`src/rtl/wb_ram_bridge.sv`:
```
// Wishbone classic slave bridge in front of a 4 KB dual-bank DFFRAM macro.
// Optional error response on window misses when WB_RAM_BRIDGE_ERR_EN is defined.
module wb_ram_bridge #(
    parameter logic [31:0] BASE_ADDR = 32'h3000_0000
) (
    input  logic        wb_clk_i,
    input  logic        wb_rst_i,
    input  logic        wbs_cyc_i,
    input  logic        wbs_stb_i,
    input  logic        wbs_we_i,
    input  logic [3:0]  wbs_sel_i,
    input  logic [31:0] wbs_adr_i,
    input  logic [31:0] wbs_dat_i,
    output logic [31:0] wbs_dat_o,
    output logic        wbs_ack_o,
`ifdef WB_RAM_BRIDGE_ERR_EN
    output logic        wbs_err_o,
`endif
    output logic        ram_en,
    output logic [3:0]  ram_we,
    output logic [9:0]  ram_a,
    output logic [31:0] ram_di,
    input  logic [31:0] ram_do
);

`ifdef WB_RAM_BRIDGE_ERR_EN
    typedef enum logic [1:0] {StIdle, StRdWait, StAck, StErr} state_e;
`else
    typedef enum logic [1:0] {StIdle, StRdWait, StAck} state_e;
`endif

    state_e state_q;
    logic   req;
    logic   in_window;
    logic   hit;
    logic   start;
    logic   unused_adr;

    assign req       = wbs_cyc_i & wbs_stb_i;
    assign in_window = (wbs_adr_i[31:12] == BASE_ADDR[31:12]);
    assign hit       = req & in_window;
    assign unused_adr = ^wbs_adr_i[1:0];

    // RAM strobes are combinational so the macro samples them on the request edge.
    assign start  = ~wb_rst_i & (state_q == StIdle) & hit;
    assign ram_en = start;
    assign ram_we = (start & wbs_we_i) ? wbs_sel_i : 4'h0;
    assign ram_a  = wbs_adr_i[11:2];
    assign ram_di = wbs_dat_i;

    always_ff @(posedge wb_clk_i) begin
        if (wb_rst_i) begin
            state_q   <= StIdle;
            wbs_ack_o <= 1'b0;
            wbs_dat_o <= 32'h0;
`ifdef WB_RAM_BRIDGE_ERR_EN
            wbs_err_o <= 1'b0;
`endif
        end else begin
            wbs_ack_o <= 1'b0;
`ifdef WB_RAM_BRIDGE_ERR_EN
            wbs_err_o <= 1'b0;
`endif
            unique case (state_q)
                StIdle: begin
                    if (hit) begin
                        if (wbs_we_i) begin
                            state_q   <= StAck;
                            wbs_ack_o <= 1'b1;
                        end else begin
                            state_q <= StRdWait;
                        end
                    end
`ifdef WB_RAM_BRIDGE_ERR_EN
                    else if (req) begin
                        state_q   <= StErr;
                        wbs_err_o <= 1'b1;
                    end
`endif
                end
                StRdWait: begin
                    // A dropped cycle discards the read without touching wbs_dat_o.
                    if (wbs_cyc_i) begin
                        wbs_dat_o <= ram_do;
                        wbs_ack_o <= 1'b1;
                        state_q   <= StAck;
                    end else begin
                        state_q <= StIdle;
                    end
                end
                StAck: state_q <= StIdle;
`ifdef WB_RAM_BRIDGE_ERR_EN
                StErr: state_q <= StIdle;
`endif
                default: state_q <= StIdle;
            endcase
        end
    end

endmodule
```
`config.mk`:
```
export PLATFORM = sky130hd
export DESIGN_NAME = wb_ram_bridge
export DESIGN_NICKNAME = d
export VERILOG_FILES = /design/src/rtl/wb_ram_bridge.sv
export SDC_FILE = /design/constraint.sdc
export NUM_CORES = 1
export LEC_CHECK = 0
export ABC_AREA = 1
export BUFFER_PORTS_ARGS = -buffer_cell sky130_fd_sc_hd__buf_2
export CAP_MARGIN = 30
export CELL_PAD_IN_SITES_DETAIL_PLACEMENT = 0
export CELL_PAD_IN_SITES_GLOBAL_PLACEMENT = 2
export CORE_ASPECT_RATIO = 0.75
export CORE_MARGIN = 3
export CORE_UTILIZATION = 15
export DETAILED_ROUTE_END_ITERATION = 8
export GPL_TIMING_DRIVEN = 1
export HOLD_SLACK_MARGIN = 0.1
export PLACE_DENSITY_LB_ADDON = 0.1
export SETUP_SLACK_MARGIN = 0.1
export SLEW_MARGIN = 40
export SYNTH_ARGS = -nofsm -noshare
export SYNTH_HDL_FRONTEND = slang
export SYNTH_SLANG_ARGS = --single-unit
```
`constraint.sdc`:
```
create_clock -name wb_clk_i -period 1.37 [get_ports wb_clk_i]
set_input_delay 0.0685 -clock wb_clk_i [delete_from_list [all_inputs] [get_ports wb_clk_i]]
set_output_delay 0.0685 -clock wb_clk_i [all_outputs]
set_load 0.005 [all_outputs]
```
==> results of run 1 <==
==> stage by stage <==
stage / TNS (ns) / instance area [sq um] / util / instances
after floorplan: 0 / 1670 / - / 229
after global placement: 0 / 1990 / 0.188 / 415
after detailed placement: 0 / 1990 / 0.188 / 415
after CTS: -0.185 / 2500 / 0.237 / 459
after global routing: -0.564 / 2550 / 0.241 / 462
final: 0 / 2550 / 0.241 / 462
==> power by group through the flow <==
stage / Combinational (mW) / Clock, mW / Sequential [mW]
after floorplan: 0.128 / 0 / 1.04
after global placement: 0.127 / 0 / 1.04
after detailed placement: 0.128 / 0 / 1.04
after CTS: 0.203 / 1.25 / 1.02
after global routing: 0.224 / 1.29 / 1.02
final: 0.200 / 1.19 / 1.02
==> synthesized netlist by cell type, drive strengths merged <==
| cell type | count | share of area |
|---|---|---|
| buf | 47 | 0.21 |
| o21ai | 33 | 0.099 |
| a21oi | 2 | 0.0060 |
| nor2 | 84 | 0.19 |
| nand4 | 2 | 0.0075 |
| dfxtp | 35 | 0.42 |
| clkbuf | 4 | 0.011 |
| nand2 | 10 | 0.022 |
| nand3 | 1 | 0.0030 |
| inv | 11 | 0.025 |
==> flip-flops by register name (all words and copies together) (netlist names) <==
register and flops:
wbs_dat_o 32, state_q 2, wbs_ack_o 1
==> kinds of logic after synthesis <==
group / share of synthesized area
simple gates: 0.226
flops: 0.419
buf+inv: 0.251
compound gates: 0.105
==> area by class of cell <==
| class | instances | area share |
|---|---|---|
| repair buffers | 140 | 0.361 |
| inverters | 11 | 0.0172 |
| well taps | 136 | 0.0668 |
| multi-input cells | 132 | 0.218 |
| clock buffers | 8 | 0.0614 |
| flip-flops and latches | 35 | 0.276 |
==> how the worst max path moves through the flow <==
stage,to,slack (ns),depth (start not counted)
final,ram_we[1],0.005,6
after global routing,ram_we[0],-0.14,6
after global placement,state_q[1],0.09,4
after floorplan,wbs_dat_o[10],0.41,6
after CTS,ram_we[1],-0.06,6
after detailed placement,wbs_dat_o[17],0.08,5
==> worst register-to-register path, cell delays in order, from the launching register on <==
cell and delay, ns:
dfxtp_1 0.31, nor2_1 0.09, nand2_1 0.08, buf_4 0.14
inv_1 0.04, nand4_1 0.13, buf_4 0.16, buf_4 0.12
nor2_2 0.06
==> layer usage <==
| layer | vias up | GRT usage |
|---|---|---|
| li1 | 864 | - |
| met1 | 743 | 0.102 |
| met2 | 72 | 0.126 |
| met3 | 10 | 0.0401 |
| met4 | 0 | 0.0212 |
| met5 | - | 0 |
==> timing repair <==
item                       4_1_cts  5_1_grt
cloned                           0        1
setup buffers                    3        2
pin swaps                        4        4
setup endpoints to repair       29        7
hold endpoints to repair        33        0
gates resized for setup          2        1
hold buffers                    33        0
==> impl_metrics.toml, run 1 <==
[routing]
via_per_inst = 3.66
vias = 1689
wl_met1_microns = 2480
antenna_left = 0
post-route-drc-count = 0
drt-total-wl_microns = 5320
wl_per_cell_microns = 11.5
drt-initial-drc-count = 31
top_layer = "met4"
drtPass1Iterations = 4
wl_met3_microns = 512
wl_met2_microns = 2280

[critical_path]
reg2regPathDepth = 8
cpPeakStageDelay_ns = 0.31
crit_path_max_fanout = 4
rr_endpoint = "state_q[0]"
critical_path_required_ns = 1.30
setup.worst_path.end_class = "output pin"
crit_path_top_delay_cell = "dfxtp_1"
critPathTopFamily = "simple AND/OR/NAND/NOR gates"
crit_top_cell = "nor2_1"
rrSetupSlack_ns = 0.17
crit_start = "state_q[0]"
worst_setup_path_start_kind = "flop"
cp_data_arrival_time_ns = 1.30
cp_cell_sequence = "nor2_1 -> nand2_1 -> nor2_1 -> nand4_1 -> nor2_1 -> buf_2"
r2r_start = "state_q[0]"
critPathKind = "reg2out"
path_buf_inv = 1

[power]
pwr-share-seq = 0.423
power_mw = 2.41
p_clk_frac = 0.494
irDropWorstVdd_mv = 0.386
p_int_mw = 1.93
p_comb_frac = 0.083
switchingPower_uw = 481
power.density_nw_per_um2 = 946
switching_share = 0.200
power.leakage_nw = 1.33

[sta]
max_slew.worst_pin.slew_ns = 0.385
slew_headroom = 0.743
min_period_ns = 1.37
fmax_mhz = 732
drv_slew = 0
skew_ns = 0.00211
timing.hold.ws_ns = 0.137
finalSetupViolCount = 0
finalHoldViolations = 0
rsz0062_at_grt = "yes"
setup_ws_ns = 0.00468
fin_crit_sh = 0.997

[die]
core_area_sq_um = 10600
ios = 185
dieArea_sq_um = 12500
chipHeight_microns = 97.5
fp.dieW_microns = 128
initial_core_util = 0.158
rows = 32

[hold_path]
whs_endpoint = "ram_a[4]"
hp-class = "in2out"
min_from = "wbs_adr_i[6]"
whs_path_depth = 0

[clocking]
clockBufferDepth = 2
cts_root_buf = "clkbuf_16"
cts_tree = "yes"
cts_buffers = 5
clock_latency_ns = 0.27
htreeDepth = 2
clkTransAtPathRegs_ns = 0.05
clock-sinks = 35

[grt]
grt_max_degree = 35
grtUsageTotal = 0.0821
grt_pass1_vias = 1725
overflow = 0
grt_pass1_wl_microns = 8200
antenna_found_initial = 0

[synth]
ys_ff_latch = 35
synth_fp_nets = 334
yosysWarnings = 0
postSynthCellCount = 229
synth.avg_cell_area_sq_um = 7.31
synth_cell_type_count = 16
syn_area_sq_um = 1670
synth-seq-area-share = 0.419

[finish]
layout_common_cells = "buf_2 (98), nor2_1 (82), dfxtp_1 (34)"
mostFrequentLayoutCell = "buf_2"
antenna_cells = 0
nets = 430
seqCellArea_sq_um = 702
area_delta_synth_final_pct = 52.2
multi_input_area_sq_um = 556
drive_gt1_frac = 0.362
num-fill-cells = 1229

[run_status]
status = "complete, no violations"

[placement]
dp_hpwl_microns = 3520
pre_cts_ws_ns = 0.0814
globalplace.congestion = 0.619
port_buffers = 98

[flow_run]
max-cap-violations = 0
Power figures use the tool's default switching activity.
==> run 2: changes to the inputs <==
PLACE_DENSITY = 0.78   (was unset)
PLACE_DENSITY_LB_ADDON = unset   (was 0.1)
==> run 2 against run 1 <==
Worst setup slack improved by 0.020 ns. Global-route usage down 0.66 points. Via count down 2.5%. Flip-flop and latch count unchanged. Clock skew grew 0.0051 ns. Sequential share of layout area increased by 0.25 points. Worst hold slack unchanged. Cell area decreased by 0.88%.
==> impl_metrics.toml, run 2 (synthesis results as in run 1) <==
[sta]
skew_ns = 0.00725
slew_headroom = 0.819
tns_ns = 0
finalSetupViolCount = 0
fin_crit_sh = 0.982
max_slew.worst_pin.slew_ns = 0.272
min_period_ns = 1.34
fmax_mhz = 744
rsz0062_at_grt = "yes"
finalHoldViolations = 0
drv_slew = 0

[critical_path]
worst_setup_path_start_kind = "flop"
crit_start = "state_q[0]"
crit_path_max_fanout = 4
reg2regPathDepth = 5
setup.worst_path.end_class = "output pin"
cp_data_arrival_time_ns = 1.28
critical_path_required_ns = 1.30
critPathKind = "reg2out"
r2r_start = "state_q[1]"

[routing]
drt-total-wl_microns = 4800
antenna_left = 0
via_per_inst = 3.59
drtPass1Iterations = 4
vias = 1646
post-route-drc-count = 0
drt-initial-drc-count = 32
wl_per_cell_microns = 10.5

[run_status]
status = "complete, no violations"

[clocking]
clock_latency_ns = 0.28
clock-sinks = 35
htreeDepth = 2
clkTransAtPathRegs_ns = 0.06
cts_tree = "yes"
cts_buffers = 5
clockBufferDepth = 2
cts_root_buf = "clkbuf_16"

[die]
core_area_sq_um = 10600
chipHeight_microns = 97.5
ios = 185
fp.dieW_microns = 128
rows = 32
dieArea_sq_um = 12500
initial_core_util = 0.158

[grt]
grt_max_degree = 35
overflow = 0
grt_pass1_vias = 1588
antenna_found_initial = 0
grt_pass1_wl_microns = 7570
grtUsageTotal = 0.0755

[placement]
port_buffers = 98
dp.cells = 415
globalplace.congestion = 0.663
dp_hpwl_microns = 3280

[finish]
antenna_cells = 0
top_register = "wbs_dat_o"
nets = 427
area_delta_synth_final_pct = 50.9
layout_common_cells = "buf_2 (98), nor2_1 (83), dfxtp_1 (34)"
drive_gt1_frac = 0.356
mostFrequentLayoutCell = "buf_2"
finalNonFillerCells = 459
top_regs = "wbs_dat_o x32, state_q x2, wbs_ack_o x1"
largest_reg_flops = 32

[hold_path]
min_from = "wbs_dat_i[12]"
hp-class = "in2out"
whs_path_depth = 0

[flow_run]
max-cap-violations = 0

[power]
power.density_nw_per_um2 = 1010
power.leakage_nw = 1.32
irDropWorstVdd_mv = 0.466
run 2: cell count changes in the layout (fill, tap and decap cells not counted):
cell       previous run  this run
nor2_1               82        83
clkinv_2              0         1
buf_4                 7         5
clkbuf_8              2         1
nor2_2                1         0
inv_6                 0         1
clkbuf_1              1         0
inv_4                 1         0
bufinv_16             0         1
clkbuf_16             6         5
run 2: worst paths after layout:
check	endpoint	slack (ns)
max	ram_we[2]	0.03
min	ram_di[12]	0.14
min reg2reg	wbs_dat_o[21]	0.50
max reg2reg	wbs_dat_o[25]	0.24
run 2: worst max-delay path, cell delays in order, from the launching register on:
cell	delay [ns]
dfxtp_1	0.31
nor2_1	0.10
nand2_1	0.08
nor2_1	0.09
nand4_1	0.17
nor2_1	0.12
buf_2	0.12
run 2: stage by stage:
| step | setup WS [ns] | util | area (sq um) | hold slack, ns | power [mW] |
|---|---|---|---|---|---|
| after floorplan | 0.407 | - | 1670 | 0.141 | 1.17 |
| after global placement | 0.108 | 0.187 | 1980 | 0.137 | 1.17 |
| after detailed placement | 0.0917 | 0.187 | 1980 | 0.137 | 1.16 |
| after CTS | -0.0283 | 0.237 | 2500 | 0.137 | 2.63 |
| after global routing | -0.105 | 0.239 | 2520 | 0.137 | 2.69 |
| final | 0.0252 | 0.239 | 2520 | 0.137 | 2.55 |
run 2: what timing repair did:
item,4_1_cts,5_1_grt
setup endpoints to repair,11,24
hold buffers,33,0
pin swaps,3,3
setup buffers,2,1
gates resized for setup,3,3
hold endpoints to repair,33,0
run 2: power by group:
group	internal, mW	total, mW	switching, mW
Combinational	0.135	0.198	0.0631
Sequential	1.02	1.02	0.0000000395
Clock	0.905	1.34	0.434
run 2: layout make-up:
cell class / count / area [sq um]
tap: 136 / 170
multi-input combinational: 132 / 553
timing repair buffer: 137 / 878
inverter: 11 / 46.3
fill: 1181 / 8050
clock inverter: 2 / 35.0
clock buffer: 6 / 139
sequential: 35 / 702
run 2: metal layers:
layer | GRT usage | share of wire
met1 | 0.0955 | 0.47
met2 | 0.117 | 0.43
met3 | 0.0258 | 0.087
met4 | 0.0318 | 0.0090
met5 | 0 | 0
